===== src/rtl/rst_sync_seq.sv =====
// Reset synchroniser with ordered, delayed release of several reset outputs.
// RST asserts every output at once, with or without a clock. Release is
// synchronous: a flop chain re-times the rising edge of RST, a hold period
// follows, and then the outputs are released one per step, bit 0 first.
// SW_RST_REQ pulls the outputs low again and re-runs the hold and step
// sequence. It does not touch the synchroniser.
module rst_sync_seq #(
    parameter int NUM_STAGES  = 2,
    parameter int NUM_DOMAINS = 3,
    parameter int HOLD_CYCLES = 4,
    parameter int STEP_DELAY  = 2
) (
    input  logic                   CLK,
    input  logic                   RST,
    input  logic                   SW_RST_REQ,
    output logic [NUM_DOMAINS-1:0] SYNC_RST,
    output logic                   RST_DONE
);

    localparam int CNT_MAX  = (HOLD_CYCLES > STEP_DELAY) ? HOLD_CYCLES : STEP_DELAY;
    localparam int CNT_W    = $clog2(CNT_MAX + 1);
    localparam int IDX_W    = (NUM_DOMAINS > 1) ? $clog2(NUM_DOMAINS) : 1;
    // Index of the channel whose successor is the last one to be released.
    localparam int LAST_IDX = (NUM_DOMAINS >= 2) ? NUM_DOMAINS - 2 : 0;

    typedef enum logic [1:0] {
        ST_HOLD    = 2'd0,
        ST_RELEASE = 2'd1,
        ST_DONE    = 2'd2
    } state_t;

    logic [NUM_STAGES-1:0]  sync_reg;
    logic                   sync_n;
    state_t                 state_reg;
    state_t                 state_next;
    logic [CNT_W-1:0]       cnt_reg;
    logic [CNT_W-1:0]       cnt_next;
    logic [IDX_W-1:0]       idx_reg;
    logic [IDX_W-1:0]       idx_next;
    logic [NUM_DOMAINS-1:0] sync_rst_reg;
    logic [NUM_DOMAINS-1:0] sync_rst_next;
    logic                   rst_done_reg;
    logic                   rst_done_next;

    // Synchroniser chain: cleared at once by RST, shifts in ones after RST rises.
    always_ff @(posedge CLK or negedge RST) begin
        if (!RST) begin
            sync_reg <= '0;
        end else begin
            sync_reg <= {sync_reg[NUM_STAGES-2:0], 1'b1};
        end
    end

    assign sync_n = sync_reg[NUM_STAGES-1];

    // Sequencer state register, also cleared asynchronously by RST.
    always_ff @(posedge CLK or negedge RST) begin
        if (!RST) begin
            state_reg    <= ST_HOLD;
            cnt_reg      <= '0;
            idx_reg      <= '0;
            sync_rst_reg <= '0;
            rst_done_reg <= 1'b0;
        end else begin
            state_reg    <= state_next;
            cnt_reg      <= cnt_next;
            idx_reg      <= idx_next;
            sync_rst_reg <= sync_rst_next;
            rst_done_reg <= rst_done_next;
        end
    end

    // Next-state logic: the firmware request overrides every state; otherwise
    // hold for HOLD_CYCLES qualified edges, then release one bit per STEP_DELAY.
    // The release shifts a one into the thermometer, so the outputs can only
    // fill from bit 0 upwards.
    always_comb begin
        state_next    = state_reg;
        cnt_next      = cnt_reg;
        idx_next      = idx_reg;
        sync_rst_next = sync_rst_reg;
        rst_done_next = rst_done_reg;

        if (SW_RST_REQ) begin
            state_next    = ST_HOLD;
            cnt_next      = '0;
            idx_next      = '0;
            sync_rst_next = '0;
            rst_done_next = 1'b0;
        end else begin
            case (state_reg)
                ST_HOLD: begin
                    if (sync_n) begin
                        if (cnt_reg == CNT_W'(HOLD_CYCLES - 1)) begin
                            sync_rst_next[0] = 1'b1;
                            idx_next         = '0;
                            cnt_next         = '0;
                            if (NUM_DOMAINS == 1) begin
                                state_next    = ST_DONE;
                                rst_done_next = 1'b1;
                            end else begin
                                state_next = ST_RELEASE;
                            end
                        end else begin
                            cnt_next = cnt_reg + CNT_W'(1);
                        end
                    end
                end
                ST_RELEASE: begin
                    if (cnt_reg == CNT_W'(STEP_DELAY - 1)) begin
                        sync_rst_next = (sync_rst_reg << 1) | NUM_DOMAINS'(1);
                        idx_next      = idx_reg + IDX_W'(1);
                        cnt_next      = '0;
                        if (idx_reg == IDX_W'(LAST_IDX)) begin
                            state_next    = ST_DONE;
                            rst_done_next = 1'b1;
                        end
                    end else begin
                        cnt_next = cnt_reg + CNT_W'(1);
                    end
                end
                ST_DONE: begin
                    state_next = ST_DONE;
                end
                default: begin
                    state_next    = ST_HOLD;
                    cnt_next      = '0;
                    idx_next      = '0;
                    sync_rst_next = '0;
                    rst_done_next = 1'b0;
                end
            endcase
        end
    end

    assign SYNC_RST = sync_rst_reg;
    assign RST_DONE = rst_done_reg;

endmodule


===== config.mk =====
export PLATFORM = sky130hd
export DESIGN_NAME = rst_sync_seq
export DESIGN_NICKNAME = d
export VERILOG_FILES = /design/src/rtl/rst_sync_seq.sv
export SDC_FILE = /design/constraint.sdc
export NUM_CORES = 1
export LEC_CHECK = 0
export ABC_AREA = 1
export ABC_CLOCK_PERIOD_IN_PS = 3850
export BUFFER_PORTS_ARGS = -buffer_cell sky130_fd_sc_hd__buf_4
export CAP_MARGIN = 20
export CORE_MARGIN = 2
export CORE_UTILIZATION = 56
export DETAILED_ROUTE_END_ITERATION = 12
export GPL_ROUTABILITY_DRIVEN = 0
export PLACE_DENSITY = 0.87
export SLEW_MARGIN = 20
export SYNTH_ARGS = -nofsm -noshare
export SYNTH_HDL_FRONTEND = slang
export SYNTH_SLANG_ARGS = --single-unit

===== constraint.sdc =====
create_clock -name CLK -period 3.85 [get_ports CLK]
set_clock_uncertainty 0.1 [all_clocks]
set_input_delay 0.1925 -clock CLK [delete_from_list [all_inputs] [get_ports CLK]]
set_output_delay 0.1925 -clock CLK [all_outputs]
set_load 0.05 [all_outputs]

Yosys cells after proc, flatten, opt, wreduce, memory -nomap -nowiden
Cells that the tools add are included.
Storage, ports and cells
  register bits: 13
  input bits: 3
  output and inout bits: 4
  logic and storage cells: 53
Cells by class
  add/subtract/negate cells: 2
  equal/unequal tests: 11
  multiplexer cells: 26
  reduce and logical (&&, ||, !) cells: 7
Operator list (number)
  2-to-1 mux 2 bit: 9
  2-to-1 mux 3 bit: 6
  inequality test 3 bit (second input constant): 4
  one-hot mux 2 bit (3 select lines): 2
  one-hot mux 3 bit (3 select lines): 1
  AND reduction 4 bit: 2
  2-to-1 mux 1 bit: 5
  == test 2 x 1 -> 1 bit (second input constant): 2
  one-hot mux 2 bit (2 select lines): 1
  AND reduction 2 bit: 2
  adder 3 x 1 -> 3 bit (second input constant): 1
  == test 3 x 1 -> 1 bit (second input constant): 1
  == test 3 x 2 -> 1 bit (second input constant): 1
  one-hot mux 1 bit (3 select lines): 1
  AND reduction 3 bit: 1
  adder 2 x 1 -> 2 bit (second input constant): 1
  == test 2 bit (second input constant): 1
  zero test 2 bit: 1
  inequality test 2 x 1 -> 1 bit (second input constant): 1
  inequality test 2 bit (second input constant): 1
  one-hot mux 1 bit (2 select lines): 1
  OR reduction 2 bit: 1

Depth between registers and ports, before layout
Gate-level depths: netlist of run 1.
  depth after elaboration: 5
  depth in mapped cells: 9
  gate-level depth less buffers: 9

Worst setup path before layout of run 1
No wires, ideal clock.
  path type: register to register
  start point: register cnt_reg[0]
  end point: register idx_reg[0]
  setup time: 118 ps
  arrival: 1162 ps
  required time: 3632 ps
  setup slack: 2470 ps
  stages on the path, launching flop included: 7
  path buffers: 0
  clock period less this slack: 1380 ps
  cell sequence: dfrtp_1 > ha_1 > ha_1 > nand2_1 > nand3_4 > nand4_1 > nand2_1
Between the ends
  longest elaborated chain between the ends: 3
  elaborated cells between the ends (all ways): 5
  those cells by class: eq/ne: 4; reduce/logical: 1
RTL lines
  from (decl): line 36  | logic [CNT_W-1:0] cnt_reg;
  from (signal assigned): line 66  | cnt_reg <= cnt_next;
  == test 3 x 2 -> 1 bit / == test 3 x 1 -> 1 bit (equally long branches): line 94, 110
  inequality test 3 bit (no source line)
  AND reduction 4 bit (no source line) *
  to (signal assigned): line 67  | idx_reg <= idx_next;
  to (decl): line 38  | logic [IDX_W-1:0] idx_reg;
Mark *: on every way between the ends. The rest lies on a longest branch, timed or not.
A chain may end at the register's enable or synchronous reset.

Worst setup path in the final report of run 1
  start point: register state_reg[1]
  end point: register cnt_reg[0]
Between the ends
  longest elaborated chain between the ends: 3
  elaborated cells between the ends (all ways): 8
  those cells by class: eq/ne: 4; mux: 2; reduce/logical: 2
RTL lines
  from (decl): line 34  | state_t state_reg;
  from (signal assigned): line 65  | state_reg <= state_next;
  == test 2 bit, or another cell as far along: line 91  | case (state_reg)
  one-hot mux 3 bit (3 select lines), or another cell as far along: line 91
  2-to-1 mux 3 bit / AND reduction 2 bit (equally long branches)
Parallel ways exist; a longest one is shown, timed or not.

==> results of run 1 <==
-- final cells by class --
| type | count | area, um2 |
|---|---|---|
| Inverter | 14 | 55.1 |
| Sequential cell | 13 | 325 |
| Tap cell | 15 | 18.8 |
| Fill cell | 95 | 405 |
| Timing Repair Buffer | 7 | 55.1 |
| Clock buffer | 4 | 26.3 |
| Multi-Input combinational cell | 76 | 448 |
-- final timing paths --
check | start | slack [ps] | to | depth (start not counted)
hold / removal | SW_RST_REQ | 170 | cnt_reg[1] | 4
setup reg to reg | state_reg[1] | 2260 | cnt_reg[0] | 6
min in group asynchronous | RST | 180 | cnt_reg[1] | 2
max in group asynchronous | RST | 3300 | idx_reg[0] | 2
hold reg to reg | sync_reg[0] | 250 | sync_reg[1] | 0
setup / recovery | state_reg[1] | 2260 | cnt_reg[0] | 6
-- timing repair --
action,4_1_cts,5_1_grt
hold buffers,1,0
buffers inserted,0,0
resized for setup,0,0
endpoints found under the hold margin,13,0
-- per-layer routing --
metal / part of all wire / vias to the layer above / routed length (um)
met4: 0.023 / 0 / 34
met5: 0 / - / 0
met3: 0.059 / 5 / 86
li1: - / 350 / -
met1: 0.43 / 291 / 637
met2: 0.48 / 27 / 707
-- worst max-delay path, delay by kind of cell (launching register included) --
kind            cells  cell delay, ps
flops               1             400
fa+ha+maj           1             290
compound gates      1             350
simple gates        3             240
buf+inv             1              90
-- metrics by stage --
stage / instances / setup slack, ps / total power [W] / utilization
4_1_cts: 129 / 2280 / 0.000689 / 0.696
3_3_place_gp: 124 / 2330 / 0.000584 / 0.669
3_5_place_dp: 124 / 2290 / 0.000601 / 0.669
6_report: 129 / 2260 / 0.000685 / 0.696
2_1_floorplan: 103 / 2470 / 0.000513 / -
5_1_grt: 129 / 2140 / 0.000749 / 0.696
-- logic make-up after synthesis --
kind of cell	after synthesis	synth area share
compound gates	7	0.0514
other cells	1	0.00453
flops	13	0.393
simple gates	59	0.349
buf+inv	14	0.0665
fa+ha+maj	9	0.136
-- cells in the final DEF, fill, tap and decap left out, types with 2 or more instances in the layout --
cell type	n
sky130_fd_sc_hd__dfrtp_1	13
sky130_fd_sc_hd__nand3_4	2
sky130_fd_sc_hd__nor2_1	11
sky130_fd_sc_hd__nand2_1	31
sky130_fd_sc_hd__nand2_2	3
sky130_fd_sc_hd__buf_4	6
sky130_fd_sc_hd__o21ai_1	2
sky130_fd_sc_hd__ha_1	9
sky130_fd_sc_hd__nand4_1	3
sky130_fd_sc_hd__inv_1	13
sky130_fd_sc_hd__nand3_1	5
sky130_fd_sc_hd__clkbuf_4	3
-- power breakdown --
group,internal [W],switching (W)
logic,0.000134,0.000252
clock network,0.0000402,0.0000449
registers,0.000178,0.0000358
total,0.000352,0.000333
==> run summary, run 1 <==
• finished, final reports clean — status
• 80 ps — post-CTS clock slew at the launch and capture registers of the worst setup and hold paths
• 617 — vias in the first global route
• yes — TritonCTS clock tree
• 0 — pins over their slew limit
• 828 um2 — mapped cell area
• 3920 ps — CP Data Required Time
• flip-flop — startpoint type of the worst setup path
• 1 — number of H-tree branching levels
• 738 nW/um2 — power per standard cell area
• 0.412 — share of the clock period used by the worst path
• 0.491 nW — total leakage power
• 13 — row count
• 400 ps — biggest cell delay along the critical path
• 11.4 um — routed length per placed instance
• 0.305 — met2 capacity usage during global routing
• 2 — Max clock buf depth
• 417 uV — Peak VDD IR
• 0 — number of antenna violations at the first check in global routing
• 0.0388 — Global Route met3 Usage
• inv_1 > ha_1 > a21oi_1 > nor2_1 > nand2_1 > nand2_1 — crit path cell chain
• sky130_fd_sc_hd__clkbuf_4 — CTS Root Buffer Type
• sky130_fd_sc_hd__dfrtp_1 — dominant cell type by area after synthesis
• 0.621 — Initial Util
• 1330 um2 — core footprint
• 21 — violation count after the first detailed-route iteration
• 6 — crit path max fanout
• 14 — largest net degree at the start of global routing
• 1660 ps — worst endpoint data arrival time
• flip-flop — crit path capture type
• false — unrepaired setup endpoints after global routing
• reg2reg — classification of the worst setup path
• 13 — number of flip-flops and latches in the synthesized netlist
• 0 — MaxCap Viol Count
• 0.393 — sequential element share of the synthesized area
• sky130_fd_sc_hd__nand2_1 — cell occurring most often along the worst timing path
• 6 — Port Buffer Count
• 0 — hold violation count in the final report
• 0.257 — met1 usage in global routing
• sky130_fd_sc_hd__dfrtp_1 — commonest register cell after synthesis
• 0 — warning count from the yosys run
• 172 ps — tightest hold margin
• sky130_fd_sc_hd__nand2_1 (31), sky130_fd_sc_hd__dfrtp_1 (13), sky130_fd_sc_hd__inv_1 (13) — most numerous cell types in the synthesized netlist
• 7 — top-level port count
• 928 um2 — Finished Cell Area
• sky130_fd_sc_hd__dfrtp_1 (39%), sky130_fd_sc_hd__nand2_1 (14%), sky130_fd_sc_hd__ha_1 (14%), sky130_fd_sc_hd__inv_1 (5.9%), sky130_fd_sc_hd__nor2_1 (5.0%) — leading post-synthesis cells by cell area
• 3 — clock buffer count from CTS
• 0 — total global routing overflow
• 13 — total clock sinks
• in2reg — worst hold-check path type
• 1800 um2 — Die ar.
• 5.22 — via count normalized by instance count
• met2 — busiest layer in global routing
• 115 — post-synth net total
• 0 — DRC Markers
• 892 um2 — post-placement cell area
• 21 — Unique masters post-synth
• 103 — number of instances in the synthesized netlist
• 42.5 um — horizontal die dimension
• 0 — final setup vio count
• 0.393 — Synth top area share
• 12.1% — layout-stage area growth over the synthesis result
• 127 — Layout Nets
• sky130_fd_sc_hd__nand2_1 — dominant cell by count in the synthesized netlist
• 2640 um — global-route wire length before repair
• 8.04 um2 — mean instance size in the synthesized netlist
• 0 — post-detailed-route count of antenna-violating nets
• 0 — number of synthesized flops with an enable pin
• 0 ps — final total negative setup slack
• sky130_fd_sc_hd__dfrtp_1 — highest-delay cell along the critical path
• 0.158 — layout cell share with drive strength beyond 1
• 0.631 GHz — Fmax achieved
• 280 ps — clock network latency to the later pin of the worst-skew pair
• 1120 um — detailed-placement wirelength estimate
• 1.00 — share of flip-flops with an asynchronous set or reset
• 1590 ps — shortest clock period the worst path allows after layout
• 42.5 um — die height
• 0.195 — global-route usage over all layers
• 1470 um — total routed wirelength
• 4 — Pre-Repair DR Iteration Count
• 0 — total inserted antenna cells
• 673 — via count
Note: power is estimated with default switching activity, not from simulation.
==> run 2, diff against run 1 <==
--- a/config.mk
+++ b/config.mk
@@ -6,14 +6,14 @@
 export NUM_CORES = 1
 export LEC_CHECK = 0
 export ABC_AREA = 1
-export ABC_CLOCK_PERIOD_IN_PS = 3850
+export ABC_CLOCK_PERIOD_IN_PS = 1400
 export BUFFER_PORTS_ARGS = -buffer_cell sky130_fd_sc_hd__buf_4
 export CAP_MARGIN = 20
 export CORE_MARGIN = 2
-export CORE_UTILIZATION = 56
+export CORE_UTILIZATION = 51
 export DETAILED_ROUTE_END_ITERATION = 12
 export GPL_ROUTABILITY_DRIVEN = 0
-export PLACE_DENSITY = 0.87
+export PLACE_DENSITY = 0.84
 export SLEW_MARGIN = 20
 export SYNTH_ARGS = -nofsm -noshare
 export SYNTH_HDL_FRONTEND = slang
==> constraint.sdc (replaced) <==
create_clock -name CLK -period 1.4 [get_ports CLK]
set_clock_uncertainty 0.1 [all_clocks]
set_input_delay 0.07 -clock CLK [delete_from_list [all_inputs] [get_ports CLK]]
set_output_delay 0.07 -clock CLK [all_outputs]
set_load 0.05 [all_outputs]
==> run 2 against run 1 <==
  * The run now ends with setup timing left
  * Final area rose by 25%
  * Via count rose by 14%
  * Clock-buffer cell count did not move
  * Worst setup slack got worse by 2300 ps
  * Critical path type unchanged
  * Highest routed layer unchanged
==> run summary, run 2 (synthesis gave the netlist of run 1 again) <==
• finished with violations — status
• setup timing — failing checks
• 5 — final setup vio count, +5
• 1230 um — detailed-placement wirelength estimate, +9.5%
• 40.5% — layout-stage area growth over the synthesis result
• 4 — Pre-Repair DR Iteration Count, unchanged
• 1160 um2 — Finished Cell Area, +25%
• 0 — post-detailed-route count of antenna-violating nets, unchanged
• 80 ps — post-CTS clock slew at the launch and capture registers of the worst setup and hold paths, about the same
• 2 — sum of buffers and inverters on the critical path, +1
• 0 — number of antenna violations at the first check in global routing, unchanged
• 2900 um — global-route wire length before repair, +9.9%
• 0 — hold violation count in the final report, unchanged
• 0.710 GHz — Fmax achieved, +13%
• 0.207 — global-route usage over all layers, +0.0118
• 6 — Port Buffer Count, unchanged
• true — unrepaired setup endpoints after global routing
• -125 ps — Place WS, -2420 ps
• sky130_fd_sc_hd__clkbuf_4 — CTS Root Buffer Type
• reg2reg — classification of the worst setup path
• 10 — violation count after the first detailed-route iteration, -52%
• 0.419 — layout cell share with drive strength beyond 1, +0.261
• 0 — pins over their slew limit, unchanged
• 3 — clock buffer count from CTS, unchanged
• 1170 uV — Peak VDD IR, +180%
• 5 — crit path max fanout, -1
• -7.95 ps — post-route setup slack, -2270 ps
• 14 — largest net degree at the start of global routing, unchanged
• 13 — total clock sinks, unchanged
• sky130_fd_sc_hd__dfrtp_1 — highest-delay cell along the critical path
• 1520 ps — worst endpoint data arrival time, -140 ps
• 44.3 um — die height, +4.3%
• 142 — Layout Nets, +12%
• 7 — top-level port count, unchanged
• 0 — DRC Markers, unchanged
• sky130_fd_sc_hd__nand2_1 — most common cell after layout, fill and taps aside
• 410 ps — biggest cell delay along the critical path, about the same
• 968 um2 — post-placement cell area, +8.6%
• 2170 nW/um2 — power per standard cell area, +190%
• 44.3 um — horizontal die dimension, +4.3%
• 1960 um2 — Die ar., +8.9%
• 5.31 — via count normalized by instance count, +1.8%
• 1 — number of H-tree branching levels, unchanged
• 0 — total inserted antenna cells, unchanged
• flip-flop — crit path capture type
• sky130_fd_sc_hd__nand2_1 (26), sky130_fd_sc_hd__buf_4 (19), sky130_fd_sc_hd__dfrtp_1 (13) — most frequent cells in the layout
• flip-flop — startpoint type of the worst setup path
• 14 — row count, +1
• 2 — Max clock buf depth, unchanged
• 1510 ps — CP Data Required Time, -2410 ps
• 1510 um2 — core footprint, +13%
• 2060 um — total routed wirelength, +40%
• yes — TritonCTS clock tree
• 0 — total global routing overflow, unchanged
• 0 — MaxCap Viol Count, unchanged
• 0.550 — Initial Util, -0.0712
• in2async — worst hold-check path type
• 1410 ps — shortest clock period the worst path allows after layout, -178 ps
• 0.578 nW — total leakage power, +18%
• 1.01 — share of the clock period used by the worst path, +0.594
• 770 — via count, +14%
• 280 ps — clock network latency to the later pin of the worst-skew pair, about the same
• inv_2 > ha_4 > inv_2 > nor2_4 > nand2_4 > nand2_4 > nand2_1 > o21ai_1 — crit path cell chain
• 0.00252 W — total power, +270%
• simple AND/OR/NAND/NOR gates — Largest delay share family, worst path
• 692 — vias in the first global route, +12%
• 14.2 um — routed length per placed instance, +25%
[run 2: layer usage]
layer | share of wire | track usage | vias up
met5 | 0 | 0 | -
met4 | 0.020 | 0.0909 | 0
met3 | 0.036 | 0.0245 | 7
met2 | 0.51 | 0.371 | 23
met1 | 0.44 | 0.248 | 365
li1 | - | - | 375
[run 2: final cells by class]
type,instances,area [um2]
Inverter,14,55.1
Tap cell,16,20.0
Fill cell,103,343
Timing Repair Buffer,22,175
Sequential cell,13,325
Multi-Input combinational cell,76,562
Clock buffer,4,26.3
[run 2: path summary, 6_finish.rpt]
kind                            slack (ps)            to         start  cells past startpoint
worst max register to register          -8   SYNC_RST[1]  state_reg[1]                      8
min in group CLK                        60  state_reg[1]    SW_RST_REQ                      4
worst min-delay path                    60    cnt_reg[0]           RST                      2
worst min register to register         260   sync_reg[1]   sync_reg[0]                      0
worst max-delay path                    -8   SYNC_RST[1]  state_reg[1]                      8
max in group asynchronous              980  state_reg[0]           RST                      2
[run 2: power breakdown]
| group | switching [W] | internal, W |
|---|---|---|
| logic | 0.000935 | 0.000746 |
| registers | 0.000107 | 0.000489 |
| clock network | 0.000134 | 0.000111 |
[run 2: worst reg2reg max path: stages, from the launching register on]
cell,delay [ps]
sky130_fd_sc_hd__dfrtp_1,410
sky130_fd_sc_hd__inv_2,120
sky130_fd_sc_hd__ha_4,150
sky130_fd_sc_hd__inv_2,50
sky130_fd_sc_hd__nor2_4,180
sky130_fd_sc_hd__nand2_4,120
sky130_fd_sc_hd__nand2_4,100
sky130_fd_sc_hd__nand2_1,50
sky130_fd_sc_hd__o21ai_1,60
[run 2: what timing repair did]
| action | CTS | global route |
|---|---|---|
| hold endpoints to repair | 13 | 0 |
| resized for setup | 8 | 24 |
| hold buffers | 1 | 0 |
| pin swaps | 1 | 13 |
| setup endpoints to repair | 11 | 11 |
| setup buffers | 2 | 3 |
[run 2: stage by stage]
stage,utilization,hold WS [ps],std cells,TNS (ps)
final,0.772,56.1,145,-16.8
after global routing,0.772,83.5,145,-615
after CTS,0.689,56.4,142,0
after detailed placement,0.643,-174,135,-462
after global placement,0.643,-176,135,-167
after floorplan,-,-326,103,0
